[config.mk]
export PLATFORM = sky130hd
export DESIGN_NAME = symbol_rom_arbiter
export DESIGN_NICKNAME = d
export VERILOG_FILES = /design/src/rtl/symbol_rom_arbiter.sv
export SDC_FILE = /design/constraint.sdc
export NUM_CORES = 1
export LEC_CHECK = 0
export CAP_MARGIN = 25
export CORE_UTILIZATION = 29
export CTS_BUF_LIST = sky130_fd_sc_hd__clkbuf_4 sky130_fd_sc_hd__clkbuf_8
export DETAILED_ROUTE_END_ITERATION = 6
export SYNTH_ARGS = -nofsm -noshare
export SYNTH_HDL_FRONTEND = slang
export SYNTH_SLANG_ARGS = --single-unit
[constraint.sdc]
create_clock -name clk -period 1.15 [get_ports clk]
set_input_delay 0.2875 -clock clk [delete_from_list [all_inputs] [get_ports clk]]
set_output_delay 0.2875 -clock clk [all_outputs]
set_load 0.01 [all_outputs]
[src/rtl/symbol_rom_arbiter.sv]
// Round-robin arbiter sharing one registered symbol ROM between two requesters.
// Each read takes four clocks: grant/address, ROM latency, capture, acknowledge.
module symbol_rom_arbiter #(
  parameter int ADDR_W = 2,
  parameter int DATA_W = 7
) (
  input  logic              clk,
  input  logic              rst,
  input  logic              req0,
  input  logic [ADDR_W-1:0] addr0,
  input  logic              req1,
  input  logic [ADDR_W-1:0] addr1,
  input  logic [DATA_W-1:0] rom_q,
  output logic [ADDR_W-1:0] rom_addr,
  output logic [DATA_W-1:0] data_out,
  output logic              ack0,
  output logic              ack1,
  output logic              busy
);

  typedef enum logic [1:0] {
    IDLE = 2'd0,
    ADDR = 2'd1,
    WAIT = 2'd2,
    CAPT = 2'd3
  } state_t;

  state_t state;
  state_t state_nxt;
  logic   grant_any;
  logic   grant_id;
  logic   last_grant;
  logic   gnt_id;

  // Next-state and grant selection; on a tie the requester not served last wins.
  always_comb begin
    state_nxt = state;
    grant_any = 1'b0;
    grant_id  = 1'b0;
    case (state)
      IDLE: begin
        if (req0 && req1) begin
          grant_any = 1'b1;
          grant_id  = ~last_grant;
        end else if (req0) begin
          grant_any = 1'b1;
          grant_id  = 1'b0;
        end else if (req1) begin
          grant_any = 1'b1;
          grant_id  = 1'b1;
        end else begin
          grant_any = 1'b0;
          grant_id  = 1'b0;
        end
        if (grant_any) begin
          state_nxt = ADDR;
        end else begin
          state_nxt = IDLE;
        end
      end
      ADDR:    state_nxt = WAIT;
      WAIT:    state_nxt = CAPT;
      CAPT:    state_nxt = IDLE;
      default: state_nxt = IDLE;
    endcase
  end

  // State register.
  always_ff @(posedge clk) begin
    if (rst) begin
      state <= IDLE;
    end else begin
      state <= state_nxt;
    end
  end

  // Datapath: address latched only at grant, data captured while ROM output is valid.
  always_ff @(posedge clk) begin
    if (rst) begin
      rom_addr   <= {ADDR_W{1'b0}};
      data_out   <= {DATA_W{1'b0}};
      ack0       <= 1'b0;
      ack1       <= 1'b0;
      busy       <= 1'b0;
      last_grant <= 1'b1;
      gnt_id     <= 1'b0;
    end else begin
      if (state == IDLE && grant_any) begin
        rom_addr   <= grant_id ? addr1 : addr0;
        gnt_id     <= grant_id;
        last_grant <= grant_id;
      end
      if (state == WAIT) begin
        data_out <= rom_q;
      end
      ack0 <= (state == WAIT) && !gnt_id;
      ack1 <= (state == WAIT) && gnt_id;
      busy <= (state_nxt != IDLE);
    end
  end

endmodule

Yosys cells after proc, flatten, opt, wreduce, memory -nomap -nowiden
Index checks and enable logic that the tools add are counted.
{"block": "totals", "romBits": 0, "input_bits": 15, "mem_count": 0, "output_inout_bits": 12, "ram_bits": 0, "elab_cells": 30, "latch_bits": 0, "regBits": 16}
{"block": "classes", "multipliers": 0, "magnitude_cmp": 0, "n_addsub": 0, "n_eq_ne": 3, "muxes": 11, "bitwise_logic": 1, "n_reduce_logical": 7, "shifts": 0, "div": 0}
{"cell": "$mux W1", "count": 9}
{"cell": "$pmux W2 S4", "count": 1}
{"cell": "$eq A2 B2 Y1 const B", "count": 2}
{"cell": "$logic_and A1 B1 Y1", "count": 4}
{"cell": "$eq A2 B1 Y1 const B", "count": 1}
{"cell": "$logic_not A2 Y1", "count": 1}
{"cell": "$mux W2", "count": 1}
{"cell": "$reduce_bool A2 Y1", "count": 1}
{"cell": "$logic_not A1 Y1", "count": 1}
{"cell": "$not A1 Y1", "count": 1}

Longest topological paths before layout
Gate-level depths: netlist of run 1.
{"block": "depth", "ltp_word": 7, "ltp_mapped": 6, "mapped_depth_nobuf": 5}

Least setup slack after synthesis of run 1
OpenSTA, ideal clock, no wires.
{"block": "synth_timing", "path_kind": "reg-to-reg", "from": "reg state[0]", "to": "reg busy", "setup_ns": 0.123, "path_slack_ns": -0.090, "stages_incl_launch_ff": 7, "arrival_ns": 1.116, "path_buffers": 1, "t_required_ns": 1.027, "synth_period_minus_slack_ns": 1.240, "cell_sequence": "dfxtp_1 -> inv_1 -> ha_1 -> buf_2 -> nand2b_1 -> a21oi_1 -> or2_2"}
{"block": "synth_between", "elab_chain_cells": 3, "elab_cells_between_ends": 6, "classes_between": "eq/ne: 3; mux: 1; reduce/logical: 2"}
{"item": "from (decl)", "line": "28", "text": "state_t state;"}
{"item": "from (signal assigned)", "line": "73", "text": "state <= state_nxt;"}
{"item": "$eq A2 B2 Y1, or another cell as far along", "line": "40", "text": "case (state)"}
{"item": "$pmux W2 S4 (*)", "line": "40"}
{"item": "$reduce_bool A2 Y1 (*)", "line": "98", "text": "busy <= (state_nxt != IDLE);"}
{"item": "to (signal assigned)", "line": "98"}
{"item": "to (decl)", "line": "18", "text": "output logic busy"}
Every way passes the cells marked *; elsewhere a longest branch is shown, timed or not.
A chain may end at the register's enable or synchronous reset.

Worst setup path after layout of run 1
{"block": "layout_timing", "from": "reg state[0]", "to": "reg rom_addr[1]"}
{"block": "layout_between", "elab_chain_cells": 3, "elab_cells_between_ends": 5, "classes_between": "mux: 3; reduce/logical: 2"}
{"item": "$logic_not A2 Y1 (*)", "line": "40, 88"}
{"item": "$mux W1", "line": "40"}
{"item": "$mux W2 / $logic_and A1 B1 Y1 (equally long branches)", "line": "89, 88"}
{"item": "to (signal assigned)", "line": "80", "text": "rom_addr <= {ADDR_W{1'b0}};"}
{"item": "to (signal assigned)", "line": "89", "text": "rom_addr <= grant_id ? addr1 : addr0;"}
{"item": "to (decl)", "line": "14", "text": "output logic [ADDR_W-1:0] rom_addr,"}
Marked as above.

==> impl_metrics.yaml, run 1 <==
worst_setup_path:
  startpoint: "state[0]"
  worstReg2RegStart: "state[0]"
  critPathRequiredTime_ps: 1310
  worstSetupPathType: "reg2reg"
  cp_data_arrival_time_ps: 1330
  end_kind: "flop"
  r2r_slack_ps: -20
  path_max_fanout: 5
  cp-start-kind: "flop"
clocking:
  path_clk_slew_ps: 80
  ctsHtreeMaxLevel: 1
  post_cts.repair.setup_buffers: 0
  insertion_delay_ps: 270
  cts_hold_buffers: 0
  clock_path_buffers: 2
  cts_buffers: 3
  cts_tree: "done"
  cts_root_buf: "clkbuf_4"
  clock-sinks: 16
place:
  io_buffers: 26
  place_ws_ps: -425
  gp_congestion: 0.675
  dp_cells: 118
  dp_hpwl_um: 988
timing:
  fmax_mhz: 852
  worstMarginPinSlew_ps: 429
  drv_slew: 0
  period_minus_slack_ps: 1170
  maxSlewHeadroom_pct: 71.4
  hold_viol: 0
  setup_violations: 2
  period_share_pct: 102
  rsz0062_at_grt: "yes"
  timing.final.ws_setup_ps: -23.9
  fin_hold_ws_ps: 471
  clock_skew_ps: 0.863
floorplan:
  core_um2: 1960
  dieArea_um2: 2290
  die-height_um: 47.9
  row_count: 16
  start_util_pct: 31.1
  pin_count: 27
  die_w_um: 47.9
global_route:
  grt_overflow: 0
  track_usage_pct: 12.5
  grt_start_max_net_pins: 10
  grt_pass1_vias: 482
  grt_pass1_wl_mm: 1.97
  antenna_found_initial: 0
cells_and_area:
  antenna_cells: 0
  layout-area-overhead-vs-synth_pct: 75.4
  fillers: 195
  seq_area_um2: 327
  final_cell_mix: "12 x clkdlybuf4s50_1, 11 x nor2_1, 11 x dfxtp_1"
  layout_commonest_cell: "clkdlybuf4s50_1"
  multi_input_area_um2: 378
  drive_gt1_share_pct: 44.7
  layoutNonFillerInstCount: 121
  fin_nets: 113
outcome:
  violations: "setup timing"
  outcome: "finished with violations"
pwr:
  peakVddDrop_mv: 0.708
  leakagePower_uw: 0.000424
  p_per_area_nw_per_um2: 1470
  fin_total_pwr_uw: 1570
worst_hold_path:
  hp-class: "reg2reg"
  hp-start: "gnt_id"
synth:
  synth_area_um2: 611
  syn_nets: 76
  yosysWarnings: 0
  ys_ff_latch: 16
  synth.avg_cell_area_um2: 10.3
  synthDistinctLibCells: 21
  synth-seq-area-share_pct: 52.5
  synthArstFlopShare_pct: 0
  synth_edf_count: 0
  ys.flop_type: "dfxtp_1"
  synth_cells: 59
drt:
  routedWlPerCell_um: 11.8
  drtAntennaViolNets: 0
  first_pass_iters: 3
  via_per_inst: 4.46
  first_iter_violations: 6
  drc: 0
  num_vias: 540
  wl_mm: 1.43
run:
  drv_cap: 0
[power breakdown]
part	leakage (uW)	internal (uW)	switching, uW
Sequential	0.000133	638	36.3
Combinational	0.000277	338	283
Clock	0.0000138	121	157
Total	0.000424	1100	476
[what timing repair did]
item | in CTS | in global routing
pin swaps | 5 | 5
cloned | 0 | 0
hold endpoints to repair | 0 | 0
setup endpoints to repair | 19 | 18
gates resized for setup | 39 | 26
[logic make-up after synthesis]
| family | count (synthesis) | synth area share, % |
|---|---|---|
| buf+inv | 7 | 4.51 |
| simple gates | 18 | 15.4 |
| mux | 7 | 11.5 |
| flops | 16 | 52.5 |
| compound gates | 9 | 12.1 |
| fa+ha+maj | 2 | 4.10 |
[sequential cells by signal (all words and copies together) (netlist names)]
name	flops
ack1	1
ack0	1
rom_addr	2
data_out	7
state	2
gnt_id	1
last_grant	1
busy	1
[area by class of cell]
type                            instances  area share, %
Multi-Input combinational cell         36           35.3
Sequential cell                        16           30.5
Timing Repair Buffer                   34           27.0
Tap cell                               27           3.15
Clock buffer                            3           2.10
Inverter                                5           1.99
[worst paths after layout]
kind	endpoint	cells past startpoint
max	rom_addr[1]	5
min	ack0	1
max reg2reg	rom_addr[1]	5
min reg2reg	ack0	1
[worst max-delay path: stages (launching register included)]
cell and delay, ps:
dfxtp_2 320, inv_2 70, ha_4 180, inv_4 50, a2111oi_4 390, a2111oi_4 50
[stage by stage]
stage | util, % | cell area [um2] | TNS, ps
2_1_floorplan | - | 626 | -22.4
3_3_place_gp | 49.8 | 977 | -2180
3_5_place_dp | 49.8 | 977 | -2370
4_1_cts | 53.2 | 1040 | -101
5_1_grt | 54.6 | 1070 | -306
6_report | 54.6 | 1070 | -27.2
[Yosys cell counts (all sizes together), types with 2 or more instances]
| cell type | instances | share of area [%] |
|---|---|---|
| inv | 5 | 3.1 |
| dfxtp | 16 | 52 |
| mux2i | 7 | 11 |
| nor2 | 11 | 6.8 |
| a2111oi | 4 | 6.1 |
| ha | 2 | 4.1 |
[layer usage]
metal  global-route usage, %  vias up  share of wire, %
met5                       0        -                 0
met4                    5.00        0                 0
met3                    3.40        0               3.7
met2                    19.2       12                50
met1                    16.5      254                47
li1                        -      274                 -
Note: power is estimated with default switching activity, not from simulation.
==> run 2: changes to the inputs <==
--- a/config.mk
+++ b/config.mk
@@ -8,6 +8,7 @@
 export CAP_MARGIN = 25
 export CORE_UTILIZATION = 29
 export CTS_BUF_LIST = sky130_fd_sc_hd__clkbuf_4 sky130_fd_sc_hd__clkbuf_8
+export CTS_CLUSTER_SIZE = 8
 export DETAILED_ROUTE_END_ITERATION = 6
 export SYNTH_ARGS = -nofsm -noshare
 export SYNTH_HDL_FRONTEND = slang
==> results of run 2 <==
The final DEF is identical to that of run 1; final timing and power are the same.
==> run 3: changes to the inputs <==
--- a/config.mk
+++ b/config.mk
@@ -10,6 +10,8 @@
 export CTS_BUF_LIST = sky130_fd_sc_hd__clkbuf_4 sky130_fd_sc_hd__clkbuf_8
 export CTS_CLUSTER_SIZE = 8
 export DETAILED_ROUTE_END_ITERATION = 6
+export MAX_ROUTING_LAYER = met4
 export SYNTH_ARGS = -nofsm -noshare
 export SYNTH_HDL_FRONTEND = slang
 export SYNTH_SLANG_ARGS = --single-unit
+export TNS_END_PERCENT = 20
==> run 3 against run 2 <==
Compared with the run above: the flow still finishes with violations (setup timing); worst hold slack worse by 0.75 ps; worst setup slack lost 16 ps; utilization is 0.064 points lower; wire length is 3.8% lower; die area did not move; largest cell class unchanged.
==> impl_metrics.yaml, run 3 (synthesis results as in run 1) <==
floorplan:
  die-height_um: 47.9
  core_um2: 1960
  start_util_pct: 31.1
  row_count: 16
  dieArea_um2: 2290
  pin_count: 27
  die_w_um: 47.9
global_route:
  use_met3_pct: 3.40
  grt_overflow: 0
  use_met1_pct: 16.3
  use_met2_pct: 18.4
  track_usage_pct: 12.6
  grt_pass1_vias: 478
  grt_start_max_net_pins: 10
  grt_pass1_wl_mm: 1.94
  antenna_found_initial: 0
  grt-busiest-layer: "met2"
clocking:
  clock_path_buffers: 2
  path_clk_slew_ps: 80
  ctsHtreeMaxLevel: 1
  cts_tree: "done"
  cts_hold_buffers: 0
  cts_root_buf: "clkbuf_4"
  cts_buffers: 3
  clock-sinks: 16
  insertion_delay_ps: 270
drt:
  via_per_inst: 4.45
  drc: 0
  first_pass_iters: 4
  num_vias: 539
  drtAntennaViolNets: 0
  wl_mm: 1.37
  first_iter_violations: 6
  routedWlPerCell_um: 11.4
place:
  dp_hpwl_um: 988
  dp_cells: 118
  gp_congestion: 0.682
  place_ws_ps: -425
  io_buffers: 26
cells_and_area:
  layout_commonest_cell: "clkdlybuf4s50_1"
  layout-area-overhead-vs-synth_pct: 75.2
  layoutNonFillerInstCount: 121
  largest-register: "data_out"
  antenna_cells: 0
  largest_reg_flops: 7
  final_cell_mix: "12 x clkdlybuf4s50_1, 11 x dfxtp_1, 10 x nor2_1"
  fin_nets: 113
  reg.largest.list: "data_out: 7 flops, rom_addr: 2 flops, state: 2 flops"
  drive_gt1_share_pct: 45.7
worst_setup_path:
  worstSetupPathType: "reg2reg"
  critPathRequiredTime_ps: 1320
  end_kind: "flop"
  worstRegToRegCells: 4
  cp_data_arrival_time_ps: 1360
  cp-start-kind: "flop"
  path_max_fanout: 5
timing:
  fmax_mhz: 840
  hold_viol: 0
  tns_ps: -65.3
  clock_skew_ps: 0.772
  drv_slew: 0
  rsz0062_at_grt: "yes"
  period_minus_slack_ps: 1190
  period_share_pct: 103
  maxSlewHeadroom_pct: 70.6
  timing.final.ws_setup_ps: -39.9
  setup_violations: 3
  worstMarginPinSlew_ps: 440
outcome:
  outcome: "finished with violations"
  violations: "setup timing"
pwr:
  p_switching_uw: 468
  p_per_area_nw_per_um2: 1450
  switching_share_pct: 30.1
  peakVddDrop_mv: 0.707
  fin_total_pwr_uw: 1560
  power_frac_seq_pct: 43.3
  combinationalPowerShare_pct: 38.8
  leakagePower_uw: 0.000440
  clock_power_share_pct: 17.9
  internal_power_uw: 1090
worst_hold_path:
  holdPathStages: 1
  hp-class: "reg2reg"
run:
  drv_cap: 0
-- run 3: final timing paths --
check             startpoint           to  slack [ps]
setup / recovery    state[1]  rom_addr[0]         -40
hold / removal        gnt_id         ack0         470
hold reg to reg       gnt_id         ack0         470
setup reg to reg    state[1]  rom_addr[0]         -40
-- run 3: worst max-delay path, stage by stage, from the launching register on --
cell	delay (ps)
dfxtp_2	340
inv_2	40
ha_4	170
and3_4	210
a2111oi_4	330
-- run 3: final cells by class --
type                    count  area, um2
clock buffers               3       22.5
fillers                   195        892
inverters                   5       18.8
multi-input cells          36        380
flip-flops and latches     16        327
well taps                  27       33.8
repair buffers             34        288
-- run 3: metal layers --
| metal | vias up | wire (um) |
|---|---|---|
| li1 | 275 | - |
| met1 | 254 | 662 |
| met2 | 10 | 664 |
| met3 | 0 | 47 |
| met4 | 0 | 0 |
| met5 | - | 0 |
-- run 3: what timing repair did --
item | CTS | global route
pin swaps | 1 | 7
buffers inserted | 0 | 0
resized for setup | 27 | 37
endpoints found under the setup margin | 19 | 22
-- run 3: power groups by stage --
stage / Combinational (uW) / Clock (uW) / Sequential (uW)
5_1_grt: 655 / 327 / 684
4_1_cts: 507 / 290 / 667
3_5_place_dp: 511 / 0 / 680
6_report: 604 / 279 / 674
3_3_place_gp: 503 / 0 / 679
2_1_floorplan: 222 / 0 / 703
-- run 3: stage by stage --
stage	instance area, um2	hold WS, ps	util (%)
2_1_floorplan	626	364	-
3_3_place_gp	977	453	49.8
3_5_place_dp	977	459	49.8
4_1_cts	1010	471	51.7
5_1_grt	1070	497	54.5
6_report	1070	470	54.5
